<file path="src/rtl/crossbar_switch_allocator.sv">
// crossbar_switch_allocator
//   Five-port (N,S,W,E,L) wormhole switch allocator. Each output port runs an
//   IDLE/LOCKED FSM with a round-robin pointer. The winning input keeps the
//   output until its tail flit transfers. The allocator drives the crossbar
//   demux/mux selects, the per-input grants and the per-output valids.
//   Optional build macro: CSA_TIMEOUT_EN. When it is defined, a locked output
//   that stalls for TIMEOUT_CYC cycles is forcibly released.
//   Port index order used internally: 0=N, 1=S, 2=W, 3=E, 4=L.
module crossbar_switch_allocator #(
    parameter int unsigned TIMEOUT_CYC = 64
) (
    input  logic       clk_i,
    input  logic       rst_i,
    input  logic       n_req_i,
    input  logic       s_req_i,
    input  logic       w_req_i,
    input  logic       e_req_i,
    input  logic       l_req_i,
    input  logic [2:0] n_dest_i,
    input  logic [2:0] s_dest_i,
    input  logic [2:0] w_dest_i,
    input  logic [2:0] e_dest_i,
    input  logic [2:0] l_dest_i,
    input  logic       n_tail_i,
    input  logic       s_tail_i,
    input  logic       w_tail_i,
    input  logic       e_tail_i,
    input  logic       l_tail_i,
    input  logic       n_out_rdy_i,
    input  logic       s_out_rdy_i,
    input  logic       w_out_rdy_i,
    input  logic       e_out_rdy_i,
    input  logic       l_out_rdy_i,
    output logic       n_gnt_o,
    output logic       s_gnt_o,
    output logic       w_gnt_o,
    output logic       e_gnt_o,
    output logic       l_gnt_o,
    output logic [2:0] n_cs_sel_demux_o,
    output logic [2:0] s_cs_sel_demux_o,
    output logic [2:0] w_cs_sel_demux_o,
    output logic [2:0] e_cs_sel_demux_o,
    output logic [2:0] l_cs_sel_demux_o,
    output logic [2:0] n_cs_sel_mux_o,
    output logic [2:0] s_cs_sel_mux_o,
    output logic [2:0] w_cs_sel_mux_o,
    output logic [2:0] e_cs_sel_mux_o,
    output logic [2:0] l_cs_sel_mux_o,
    output logic       n_out_vld_o,
    output logic       s_out_vld_o,
    output logic       w_out_vld_o,
    output logic       e_out_vld_o,
    output logic       l_out_vld_o,
    output logic       err_o
);

    typedef enum logic {
        IDLE   = 1'b0,
        LOCKED = 1'b1
    } lock_state_t;

    logic [4:0]  req;
    logic [4:0]  tail;
    logic [4:0]  out_rdy;
    logic [2:0]  dest [5];

    lock_state_t state_q [5];
    lock_state_t state_d [5];
    logic [2:0]  owner_q [5];
    logic [2:0]  owner_d [5];
    logic [2:0]  ptr_q   [5];
    logic [2:0]  ptr_d   [5];
    logic        err_q;
    logic        err_d;

    // Decoded lock view: gnt is indexed by input, the others by output.
    logic [4:0]  gnt;
    logic [4:0]  vld;
    logic [4:0]  own_req;
    logic [4:0]  own_tail;
    logic [4:0]  xfer;
    logic [2:0]  demux [5];
    logic [2:0]  mux   [5];

`ifdef CSA_TIMEOUT_EN
    localparam int unsigned CW = $clog2(TIMEOUT_CYC + 1);
    logic [CW-1:0] stall_q [5];
    logic [CW-1:0] stall_d [5];
`else
    logic unused_timeout_cyc;
    assign unused_timeout_cyc = ^TIMEOUT_CYC;
`endif

    assign req     = {l_req_i, e_req_i, w_req_i, s_req_i, n_req_i};
    assign tail    = {l_tail_i, e_tail_i, w_tail_i, s_tail_i, n_tail_i};
    assign out_rdy = {l_out_rdy_i, e_out_rdy_i, w_out_rdy_i, s_out_rdy_i, n_out_rdy_i};
    assign dest[0] = n_dest_i;
    assign dest[1] = s_dest_i;
    assign dest[2] = w_dest_i;
    assign dest[3] = e_dest_i;
    assign dest[4] = l_dest_i;

    // Decode the registered locks into grants, selects, valids and transfers.
    always_comb begin
        gnt      = '0;
        vld      = '0;
        own_req  = '0;
        own_tail = '0;
        xfer     = '0;
        for (int unsigned o = 0; o < 5; o++) begin
            demux[o] = '0;
            mux[o]   = '0;
        end
        for (int unsigned o = 0; o < 5; o++) begin
            if (state_q[o] == LOCKED) begin
                mux[o] = owner_q[o];
                for (int unsigned i = 0; i < 5; i++) begin
                    if (owner_q[o] == 3'(i)) begin
                        gnt[i]      = 1'b1;
                        demux[i]    = 3'(o);
                        own_req[o]  = req[i];
                        own_tail[o] = tail[i];
                    end
                end
                vld[o]  = own_req[o];
                xfer[o] = own_req[o] & out_rdy[o];
            end
        end
    end

    // Next-state: round-robin arbitration in IDLE, tail/timeout release in LOCKED.
    always_comb begin
        logic        found;
        logic [2:0]  win;
        int unsigned idx;
        found = 1'b0;
        win   = '0;
        idx   = 0;
        err_d = err_q;
        for (int unsigned i = 0; i < 5; i++) begin
            if (req[i] && (dest[i] > 3'd4)) err_d = 1'b1;
        end
        for (int unsigned o = 0; o < 5; o++) begin
            state_d[o] = state_q[o];
            owner_d[o] = owner_q[o];
            ptr_d[o]   = ptr_q[o];
`ifdef CSA_TIMEOUT_EN
            stall_d[o] = stall_q[o];
`endif
        end
        for (int unsigned o = 0; o < 5; o++) begin
            found = 1'b0;
            win   = '0;
            if (state_q[o] == IDLE) begin
                // Inputs already owning any output (gnt) are excluded.
                for (int unsigned k = 1; k <= 5; k++) begin
                    idx = (32'(ptr_q[o]) + k) % 5;
                    if (!found && req[idx] && (dest[idx] == 3'(o)) && !gnt[idx]) begin
                        found = 1'b1;
                        win   = 3'(idx);
                    end
                end
                if (found) begin
                    state_d[o] = LOCKED;
                    owner_d[o] = win;
                    ptr_d[o]   = win;
                end
`ifdef CSA_TIMEOUT_EN
                stall_d[o] = '0;
`endif
            end else begin
                if (xfer[o] && own_tail[o]) state_d[o] = IDLE;
`ifdef CSA_TIMEOUT_EN
                // ptr keeps the timed-out owner so it drops to lowest priority.
                if (xfer[o]) begin
                    stall_d[o] = '0;
                end else if (stall_q[o] == CW'(TIMEOUT_CYC - 1)) begin
                    state_d[o] = IDLE;
                    stall_d[o] = '0;
                    err_d      = 1'b1;
                end else begin
                    stall_d[o] = stall_q[o] + 1'b1;
                end
`endif
            end
        end
    end

    // State registers; reset drops every lock and points each arbiter at L.
    always_ff @(posedge clk_i or posedge rst_i) begin
        if (rst_i) begin
            for (int unsigned o = 0; o < 5; o++) begin
                state_q[o] <= IDLE;
                owner_q[o] <= '0;
                ptr_q[o]   <= 3'd4;
`ifdef CSA_TIMEOUT_EN
                stall_q[o] <= '0;
`endif
            end
            err_q <= 1'b0;
        end else begin
            for (int unsigned o = 0; o < 5; o++) begin
                state_q[o] <= state_d[o];
                owner_q[o] <= owner_d[o];
                ptr_q[o]   <= ptr_d[o];
`ifdef CSA_TIMEOUT_EN
                stall_q[o] <= stall_d[o];
`endif
            end
            err_q <= err_d;
        end
    end

    assign n_gnt_o = gnt[0];
    assign s_gnt_o = gnt[1];
    assign w_gnt_o = gnt[2];
    assign e_gnt_o = gnt[3];
    assign l_gnt_o = gnt[4];

    assign n_cs_sel_demux_o = demux[0];
    assign s_cs_sel_demux_o = demux[1];
    assign w_cs_sel_demux_o = demux[2];
    assign e_cs_sel_demux_o = demux[3];
    assign l_cs_sel_demux_o = demux[4];

    assign n_cs_sel_mux_o = mux[0];
    assign s_cs_sel_mux_o = mux[1];
    assign w_cs_sel_mux_o = mux[2];
    assign e_cs_sel_mux_o = mux[3];
    assign l_cs_sel_mux_o = mux[4];

    assign n_out_vld_o = vld[0];
    assign s_out_vld_o = vld[1];
    assign w_out_vld_o = vld[2];
    assign e_out_vld_o = vld[3];
    assign l_out_vld_o = vld[4];

    assign err_o = err_q;

endmodule

</file>
<file path="config.mk">
export PLATFORM = sky130hd
export DESIGN_NAME = crossbar_switch_allocator
export DESIGN_NICKNAME = d
export VERILOG_FILES = /design/src/rtl/crossbar_switch_allocator.sv
export SDC_FILE = /design/constraint.sdc
export NUM_CORES = 1
export LEC_CHECK = 0
export CORE_MARGIN = 3
export CORE_UTILIZATION = 25
export DETAILED_ROUTE_END_ITERATION = 10
export PLACE_DENSITY_LB_ADDON = 0.08
export SLEW_MARGIN = 20
export SYNTH_ARGS = -nofsm -noshare
export SYNTH_HDL_FRONTEND = slang
export SYNTH_SLANG_ARGS = --single-unit
</file>
<file path="constraint.sdc">
create_clock -name clk_i -period 12 [get_ports clk_i]
set_input_delay 2.4 -clock clk_i [delete_from_list [all_inputs] [get_ports clk_i]]
set_output_delay 2.4 -clock clk_i [all_outputs]
set_load 0.01 [all_outputs]
</file>
==> results.cfg <==
[clock_tree]
cts.sinks = 26
cts-buffers-inserted = 3
clock_latency_ns = 0.28
post_cts_resized = 0
hold_buffers = 0
clk_pin_slew_ns = 0.07
htree_levels = 1
cts.path.max_buffers = 2
cts_tree = done
post_cts_buffers = 0
root_buffer = clkbuf_16

[timing]
skew_ns = 0.01065
rsz0062_at_grt = false
min_period_ns = 7.168
finalSetupTns_ns = 0
tightest_slew_ns = 1.022
setup_violations = 0
max_clock_freq_mhz = 139.5
slew_headroom_pct = 31.36
timing.final.hold_violations = 0
drv_slew = 0
layout_setup_ws_ns = 4.832
fin_crit_sh_pct = 59.73

[placement]
dpl_worst_slack_ns = 4.762
hpwl_um = 30160
port_buffers = 72
globalplace.congestion = 0.8451

[finish]
n_antenna_cell = 0
fillers = 4478
layout.nets = 1590
multi_input_area_um2 = 9001
drive_gt1_share_pct = 9.027
area_growth_pct = 11.88
fin_util_pct = 28.39
register_area_um2 = 656.9

[logic_synthesis]
synth_top_area_share_pct = 16.35
synth.most_common_cell = ha_1
ys.flop_type = dfrtp_1
yosys_warnings = 0
netlist_top_cells_count = ha_1, nor2_1, nand2_1
synthArstFlopShare_pct = 100.0
yosys.area.top_type = ha_1
synth-edff-count = 0
synth_cell_type_count = 114
syn_area_um2 = 10410
synth_area_leaders = ha_1, mux2i_1, dfrtp_1
avgSynthCellArea_um2 = 7.435
postSynthCellCount = 1400
synth_nets = 1571
synth_seq_area_share_pct = 6.311
ys_ff_latch = 26

[worst_setup_path]
r2r_setup_slack_ns = 6.22
cp-startpoint = n_req_i
r2r_end = owner_q[11]$_DFFE_PP0P_
worstSetupPathType = in -> out
endpoint_kind = primary output
start_kind = input pin
rr_worst_depth = 20
crit_fanout = 7
cp.required_ns = 9.60
regToRegStartpoint = owner_q[9]$_DFFE_PP0P_
cp-endpoint = w_out_vld_o
arrival_ns = 4.77

[job]
timing.max_cap.violations = 0

[drt]
drt_iter0_markers = 751
avgViaCountPerCell = 5.332
drc = 0
drt-pass1-iter-count = 5
routed_wire_length_per_instance_um = 19.38
final_antenna_net_count = 0
routed_wl_um = 37790
num_vias = 10397

[hold_path]
hp-class = reg -> reg

[floorplan]
initial_utilization_pct = 25.38
num_rows = 74
dieWidth_um = 210.0
dieArea_um2 = 44120
die_y_um = 210.0
io_pins = 73
core-area_um2 = 41020

[grt]
antenna_found_initial = 1
grt_pass1_wl_um = 59310
grt_max_degree = 31
grtUsageTotal_pct = 16.74
grt_overflow_total = 0
grt_pass1_vias = 10004

[run_status]
status = finished, final reports clean
[worst min path at each step]
stage	start	endpoint	slack, ns	depth (start not counted)
global route	ptr_q[8]$_DFFE_PP1P_	ptr_q[8]$_DFFE_PP1P_	0.67	2
detailed placement	ptr_q[11]$_DFFE_PP1P_	ptr_q[11]$_DFFE_PP1P_	0.62	2
global placement	ptr_q[11]$_DFFE_PP1P_	ptr_q[11]$_DFFE_PP1P_	0.63	2
finish	ptr_q[11]$_DFFE_PP1P_	ptr_q[11]$_DFFE_PP1P_	0.63	2
floorplan	err_o$_DFFE_PP0P_	err_o$_DFFE_PP0P_	0.53	2
CTS	ptr_q[11]$_DFFE_PP1P_	ptr_q[11]$_DFFE_PP1P_	0.63	2
[per-stage QoR]
step / hold slack (ns) / area (um2) / std cells
CTS: 0.6329 / 11640 / 1950
global placement: 0.6271 / 11560 / 1946
global route: 0.6728 / 11640 / 1950
finish: 0.6337 / 11640 / 1950
floorplan: 0.5317 / 10410 / 1400
detailed placement: 0.6164 / 11560 / 1946
[critical path, cell delays in order]
cell             delay [ns]
clkdlybuf4s50_1        0.73
nand2_1                0.09
nor2_1                 0.09
a21oi_1                0.05
nor2_1                 0.10
a21oi_1                0.05
o21ai_0                0.18
nand2b_1               0.09
a21boi_0               0.35
clkdlybuf4s50_1        0.62
[routing by layer]
layer	track usage (%)	wire [um]	vias up
met5	0	12	-
met4	2.511	414	2
met3	1.607	1247	24
met2	28.34	17540	194
met1	23.65	18570	5007
li1	-	-	5170
[flip-flops by register name, summed over array words and instances (netlist names)]
name,flops
state_q,5
owner_q,15
err_o,1
ptr_q,5
[kinds of logic after synthesis]
logic type,Yosys count,synth area share [%]
AOI/OAI and AO/OA,381,25.89
xor gates and xnor gates,55,5.530
adders and majority gates,140,17.02
buffers and inverters,179,7.273
DFF,26,6.311
muxes,101,11.17
and+or+nand+nor,518,26.81
[cells in the final DEF (no fill, tap or decap), types with 7 or more instances in the layout]
cell,instances
a21boi_0,14
a21o_1,15
a21oi_1,95
a22oi_1,8
a31oi_1,23
and2_1,25
and3_1,10
buf_4,14
clkdlybuf4s50_1,72
dfrtp_1,21
ha_1,136
inv_1,96
mux2_2,28
mux2i_1,64
mux4_2,8
nand2_1,105
nand2b_1,45
nand3_1,38
nand3b_1,21
nor2_1,118
nor2b_1,13
nor3_1,45
nor3b_1,13
nor4_1,11
nor4b_1,10
o211ai_1,12
o21ai_0,69
o22ai_1,7
o31a_1,9
o31ai_1,14
or2_2,10
or3_1,10
xnor2_1,45
[layout make-up]
| cell class | instances | area share [%] |
|---|---|---|
| Inverter | 107 | 3.492 |
| Sequential cell | 26 | 5.641 |
| Timing Repair Buffer | 86 | 7.091 |
| Clock buffer | 4 | 0.7629 |
| Multi-Input combinational cell | 1195 | 77.30 |
| Tap cell | 532 | 5.716 |
Power is left out: the tool's default activity adds up to more than one toggle a clock period on the data nets, which glitch-free logic cannot reach.
